`src/rtl/timer_arbiter.sv`:
```
// timer_arbiter: one shared down-counter handed out to up to four requesters.
// Round-robin winner selection by default; define TIMER_ARB_FIXED_PRIO_EN to make
// the lowest set REQ index win every arbitration instead.
module timer_arbiter #(
  parameter int unsigned CW = 8
) (
  input  logic            CLOCK,
  input  logic            RESET_N,
  input  logic            TICK,
  input  logic [3:0]      REQ,
  input  logic [4*CW-1:0] DLY,
  output logic [3:0]      GNT,
  output logic [3:0]      DONE,
  output logic            BUSY,
  output logic [CW-1:0]   COUNT
);

  typedef enum logic [1:0] {
    StIdle = 2'd0,
    StRun  = 2'd1,
    StFin  = 2'd2
  } state_e;

  state_e        state_q, state_d;
  logic [3:0]    gnt_q, gnt_d;
  logic [3:0]    done_q, done_d;
  logic [CW-1:0] count_q, count_d;
  logic [1:0]    ptr_q, ptr_d;
  logic [1:0]    owner_q, owner_d;

  logic          win_valid;
  logic [1:0]    win_idx;
  logic [CW-1:0] win_dly;

`ifdef TIMER_ARB_FIXED_PRIO_EN
  // Winner: lowest set request index.
  always_comb begin
    win_valid = |REQ;
    win_idx   = 2'd0;
    for (int i = 3; i >= 0; i--) begin
      if (REQ[i]) win_idx = 2'(i);
    end
  end
`else
  logic [1:0] cand;
  logic       found;

  // Winner: first set request searching upward from the slot after the last owner.
  always_comb begin
    win_valid = |REQ;
    win_idx   = 2'd0;
    cand      = 2'd0;
    found     = 1'b0;
    for (int off = 1; off <= 4; off++) begin
      cand = ptr_q + 2'(off);
      if (!found && REQ[cand]) begin
        win_idx = cand;
        found   = 1'b1;
      end
    end
  end
`endif

  // Delay field belonging to the current winner, sampled only when granting.
  always_comb begin
    win_dly = DLY[win_idx*CW +: CW];
  end

  // Next-state logic: arbitration in idle, countdown/abort in run, done pulse in fin.
  always_comb begin
    state_d = state_q;
    gnt_d   = gnt_q;
    done_d  = 4'b0000;
    count_d = count_q;
    ptr_d   = ptr_q;
    owner_d = owner_q;
    unique case (state_q)
      StIdle: begin
        if (win_valid) begin
          owner_d = win_idx;
          gnt_d   = 4'b0001 << win_idx;
          count_d = win_dly;
          state_d = StRun;
        end
      end
      StRun: begin
        if (!REQ[owner_q]) begin
          // Withdrawn request wins over a coincident tick; no done pulse.
          gnt_d   = 4'b0000;
          count_d = '0;
          ptr_d   = owner_q;
          state_d = StIdle;
        end else if (count_q == '0) begin
          // Also the path for a zero delay: completes without any tick.
          gnt_d   = 4'b0000;
          done_d  = 4'b0001 << owner_q;
          state_d = StFin;
        end else if (TICK) begin
          count_d = count_q - 1'b1;
        end
      end
      StFin: begin
        ptr_d   = owner_q;
        state_d = StIdle;
      end
      default: begin
        gnt_d   = 4'b0000;
        count_d = '0;
        state_d = StIdle;
      end
    endcase
  end

  // State registers; reset abandons any delay in flight without a done pulse.
  always_ff @(posedge CLOCK or negedge RESET_N) begin
    if (!RESET_N) begin
      state_q <= StIdle;
      gnt_q   <= 4'b0000;
      done_q  <= 4'b0000;
      count_q <= '0;
      ptr_q   <= 2'd3;
      owner_q <= 2'd0;
    end else begin
      state_q <= state_d;
      gnt_q   <= gnt_d;
      done_q  <= done_d;
      count_q <= count_d;
      ptr_q   <= ptr_d;
      owner_q <= owner_d;
    end
  end

  // Outputs come straight from registers.
  always_comb begin
    GNT   = gnt_q;
    DONE  = done_q;
    COUNT = count_q;
    BUSY  = (state_q != StIdle);
  end

endmodule

```
`config.mk`:
```
export PLATFORM = sky130hd
export DESIGN_NAME = timer_arbiter
export DESIGN_NICKNAME = d
export VERILOG_FILES = /design/src/rtl/timer_arbiter.sv
export SDC_FILE = /design/constraint.sdc
export NUM_CORES = 1
export LEC_CHECK = 0
export BUFFER_PORTS_ARGS = -buffer_cell sky130_fd_sc_hd__buf_2
export CORE_ASPECT_RATIO = 0.5
export CORE_UTILIZATION = 30
export DETAILED_ROUTE_END_ITERATION = 16
export GPL_TIMING_DRIVEN = 0
export PLACE_DENSITY = 0.59
export SLEW_MARGIN = 5
export SYNTH_ARGS = -nofsm -noshare
export SYNTH_HDL_FRONTEND = slang
export SYNTH_SLANG_ARGS = --single-unit
```
`constraint.sdc`:
```
create_clock -name CLOCK -period 3.04 [get_ports CLOCK]
set_input_delay 0.76 -clock CLOCK [delete_from_list [all_inputs] [get_ports CLOCK]]
set_output_delay 0.76 -clock CLOCK [all_outputs]
set_load 0.03 [all_outputs]
```
---- After elaboration in Yosys (flattened, before gate mapping) ----
Cells that the tools add are included.
storage, ports and cells
  register bits ........................... 22
  bits of input ports ..................... 39
  logic and storage cells ................. 77
operators by class
  $add $sub $neg .......................... 4
  magnitude comparators ................... 5
  equal/unequal tests ..................... 7
  shift operators ......................... 3
  muxes and demuxes ....................... 35
  bitwise operators ....................... 1
  reductions and logical operators ........ 16
operators with widths
  kind                   number
  $mux W8                4
  $shiftx A32 B6 Y8      1
  $mux W4                6
  $pmux W8 S3            1
  $mux W2                8
  $lt A2 B3 Y1 const B   5
  $pmux W4 S3            1
  $bmux W1 S2            5
  $ne A3 B3 Y1 const B   3
  $logic_not A8 Y1       1
  $mux W1                8
  $pmux W2 S2            2
  $shl A1 B2 Y4 const A  2
  $sub A8 B1 Y8 const B  1
  $reduce_and A2 Y1      3
  $add A2 B2 Y2 const B  2
  $ne A2 B2 Y1 const B   2
  $reduce_and A4 Y1      1
  $reduce_bool A2 Y1     2
  $reduce_or A4 Y1       1
  $logic_and A1 B1 Y1    3
  $logic_not A1 Y1       3
  $reduce_and A3 Y1      1
  $add A2 B1 Y2 const B  1
  other kinds (4)        4

---- Logic depth before layout (Yosys ltp) ----
  depth after elaboration ................. 16
  gate-level depth with buffers ........... 8
  gate-level depth less buffers ........... 8

---- Least setup slack after synthesis ----
No wires, ideal clock.
  path type ............................... input port to flip-flop
  from .................................... input port REQ[0]
  to ...................................... register count_q[7] (netlist: COUNT[7])
  arrival time ............................ 2.400 ns
  data required time ...................... 2.964 ns
  slack ................................... 0.564 ns
  stages on the path ...................... 7
  path through ............................ or2_2 a311oi_2 clkbuf_1 nand3_1 mux2i_1 a211oi_1 o21ai_1
between the ends
  word-level cells in the longest chain between the ends .. 15
  elaborated cells between the ends (all ways) .. 32
  those cells by class .................... eq/ne: 3; shift: 1; mux: 20; reduce/logical: 8
ends and longest elaborated chain
  what                           line  source
  from (decl)                    10    input logic [3:0] REQ,
  $bmux W1 S2                    56    if (!found && REQ[cand]) begin
  $mux W1 (not written as such)  56
  $mux W1                        56
  $logic_not A1 Y1               56
  $logic_and A1 B1 Y1            56
  $mux W1                        56
  $logic_not A1 Y1               56
  $logic_and A1 B1 Y1            56
  $mux W1                        56
  $logic_not A1 Y1               56
  $logic_and A1 B1 Y1            56
  $mux W2                        56
  $shiftx A32 B6 Y8              66    win_dly = DLY[win_idx*CW +: CW];
  $mux W8                        79    if (win_valid) begin
  $pmux W8 S3                    77    unique case (state_q)
  to (signal assigned)           127   count_q <= count_d;
  to (decl)                      27    logic [CW-1:0] count_q, count_d;
Parallel ways exist; a longest one is shown, timed or not. The select of a mux whose other input is x is not followed.
A chain may end at the register's enable or synchronous reset.

---- Worst setup path after layout ----
  from .................................... input port REQ[0]
  to ...................................... register count_q[0] (netlist: COUNT[0])
The elaborated chain is that of the path after synthesis.

==> results_dict.tcl <==
set metrics [dict create \
    layout_setup_ws_ns 0.314 \
    dr.pass1.iters 4 \
    synthFlopType "dfrtp_1" \
    ys_warn_count 0 \
    min_period_ns 2.73 \
    worst-path-max-fanout 10 \
    yosysUniqueCellTypes 47 \
    synthCells 152 \
    arrival_ns 2.87 \
    slew_headroom 0.443 \
    synth-edff-count 0 \
    hp-class "input pin to async pin" \
    die_y_um 51.1 \
    cap_viol_max_count 0 \
    nNetsFinal 253 \
    clk_pin_slew_worst_paths_ns 0.08 \
    syn_area_per_cell_sq_um 9.50 \
    fillers 471 \
    critPathBufInv 2 \
    critPathLaunchType "input pin" \
    cts_sinks 22 \
    ios 56 \
    p_leak_uw 0.000910 \
    cts_made_buffers 3 \
    drtAntennaViolNets 0 \
    drt_iter0_drc 48 \
    avgRoutedWirePerCell_um 13.5 \
    vias_per_cell 4.88 \
    dp_hpwl_mm 2.97 \
    yosysSeqAreaShare 0.383 \
    path_cells "buf_2, or2_2, a311oi_2, clkbuf_1, a32oi_1, a221oi_1" \
    dieArea_sq_um 5110 \
    async_flop_share 1.00 \
    start_util 0.320 \
    reg2reg_slack_ns 0.54 \
    slowest_delay_ns 0.76 \
    ys_ff_latch 22 \
    rsz0062_at_grt "no" \
    port_buffers 55 \
    drive_gt1_frac 0.360 \
    cts_tree "yes" \
    cts_resized 0 \
    status "finished, final reports clean" \
    fin_skew_ns 0.00188 \
    cts_max_level 1 \
    synthToLayoutAreaGrowth_pct 29.7 \
    synth.top_cell.area_share 0.347 \
    clk_latency_ns 0.27 \
    setup_tns_ns 0 \
    grt_pass1_vias 1277 \
    root_buffer "clkbuf_8" \
    crit_family "compound AO/OA/AOI/OAI gates" \
    drcViolationCount 0 \
    cts_hold_buf 0 \
    crit_type "input pin to flip-flop" \
    finalSetupViolCount 0 \
    yosys-top-cells-area "dfrtp_1 (35%), mux2i_1 (7.6%), mux2_2 (5.5%)" \
    ir_drop_mv 0.381 \
    place_ws_ns 0.0414 \
    gp_congestion 0.842 \
    vias 1353 \
    worst_pin_slew_ns 0.836 \
    grt_max_degree 23 \
    synth_largest_area_cell "dfrtp_1" \
    grt_pass1_wl_mm 6.10 \
    antenna_cells 0 \
    synth_area_sq_um 1440 \
    hold_viol 0 \
    num_rows 17 \
    synth_fp_nets 193 \
    power_density_nw_per_um2 1030 \
    post_cts_buffers 0 \
    required_ns 3.19 \
    gr-total-overflow 0 \
    end_kind "flip-flop" \
    antenna_found_initial 0 \
    slowest_stage "a311oi_2" \
    whs_ns 0.445 \
    dieWidth_um 100 \
    post-route-period-util 0.897 \
    max_freq_mhz 367 \
    grtUsageTotal 0.156 \
    slew_violations 0 \
    drt_wl_total_mm 3.74 \
    clk_path_buf_depth 2 \
    postLayoutCellArea_sq_um 1870 \
    core_sq_um 4510 \
    placed_area_sq_um 1800 \
]
## layout by cell type (no fill, tap or decap), types with 2 or more instances in the layout
master / Yosys / routed
nor2_1: 14 / 14
ha_1: 2 / 2
inv_1: 5 / 5
a21boi_0: 2 / 2
a221oi_1: 3 / 3
dfrtp_1: 20 / 20
nor3_1: 3 / 3
nand2_1: 17 / 17
o21ai_1: 6 / 6
buf_2: 0 / 55
clkbuf_1: 3 / 3
dfstp_2: 2 / 2
nor3b_1: 2 / 2
mux2_2: 7 / 7
xnor2_1: 2 / 2
nor4_1: 2 / 2
o31ai_1: 2 / 2
a21oi_1: 5 / 5
xor2_1: 3 / 3
nand2b_1: 6 / 6
a32o_1: 2 / 2
clkbuf_8: 0 / 3
a32oi_1: 2 / 2
mux2i_1: 11 / 11
o21ai_0: 5 / 5
or3_1: 2 / 2
nand3_1: 2 / 2
## per-stage QoR
step                      total power, uW   util  std cells
after floorplan                      1350      -        152
after global placement               1650  0.400        273
after detailed placement             1650  0.400        273
after CTS                            1940  0.415        277
after global routing                 2070  0.415        277
final                                1930  0.415        277
## Yosys cell counts, types with 2 or more instances
cell type / number
mux2_2: 7
nor3b_1: 2
dfstp_2: 2
xnor2_1: 2
nand3_1: 2
a221oi_1: 3
clkbuf_1: 3
o21ai_0: 5
o31ai_1: 2
nand2_1: 17
nor4_1: 2
inv_1: 5
a21oi_1: 5
ha_1: 2
a21boi_0: 2
nor3_1: 3
xor2_1: 3
or3_1: 2
o21ai_1: 6
mux2i_1: 11
dfrtp_1: 20
a32oi_1: 2
nor2_1: 14
a32o_1: 2
nand2b_1: 6
## cell families after synthesis
kind of cell               synth area share
and+or+nand+nor                       0.217
AOI/OAI and AO/OA                     0.178
DFF                                   0.383
muxes                                 0.146
buffers and inverters                0.0286
xor gates and xnor gates             0.0303
adders and majority gates            0.0173
## layer usage
layer / share of wire / global-route usage / vias up / wire, um
met4: 0.011 / 0.0362 / 0 / 42
met5: 0 / 0 / - / 0
li1: - / - / 683 / -
met3: 0.036 / 0.0383 / 4 / 136
met1: 0.50 / 0.213 / 641 / 1850
met2: 0.46 / 0.252 / 25 / 1710
## sequential cells by signal, summed over array words and instances, names as in the netlist
| register | flops |
|---|---|
| DONE | 4 |
| GNT | 4 |
| ptr_q | 2 |
| COUNT | 8 |
| owner_q | 2 |
| state_q | 2 |
## layout make-up
type	count	area (sq um)	area share
Buffer	5	22.5	0.0120
Multi-Input combinational cell	120	850	0.454
Inverter	5	18.8	0.0100
Clock inverter	1	30.0	0.0160
Tap cell	66	82.6	0.0441
Timing Repair Buffer	55	275	0.147
Sequential cell	22	553	0.295
Clock buffer	3	41.3	0.0220
## path summary, 6_finish.rpt
check / endpoint / start / cells past startpoint
max in group asynchronous: ptr_q[1] / RESET_N / 1
max reg2reg: COUNT[0] / COUNT[2] / 6
min in group CLOCK: GNT[3] / GNT[3] / 1
max: COUNT[0] / REQ[0] / 6
min reg2reg: GNT[3] / GNT[3] / 1
min: COUNT[4] / RESET_N / 1
## worst register-to-register path: stages (launching register included)
cell and delay, ns:
dfrtp_1 0.45, or4_4 0.58, or4b_4 0.54, and2_4 0.19
o21ai_4 0.21, a21oi_1 0.07, a221oi_1 0.35
## power by group
part | switching (uW) | total (uW) | internal (uW)
sequential | 130 | 541 | 411
clock | 102 | 278 | 176
combinational | 659 | 1110 | 452
total | 891 | 1930 | 1040
Note: power is estimated with default switching activity, not from simulation.
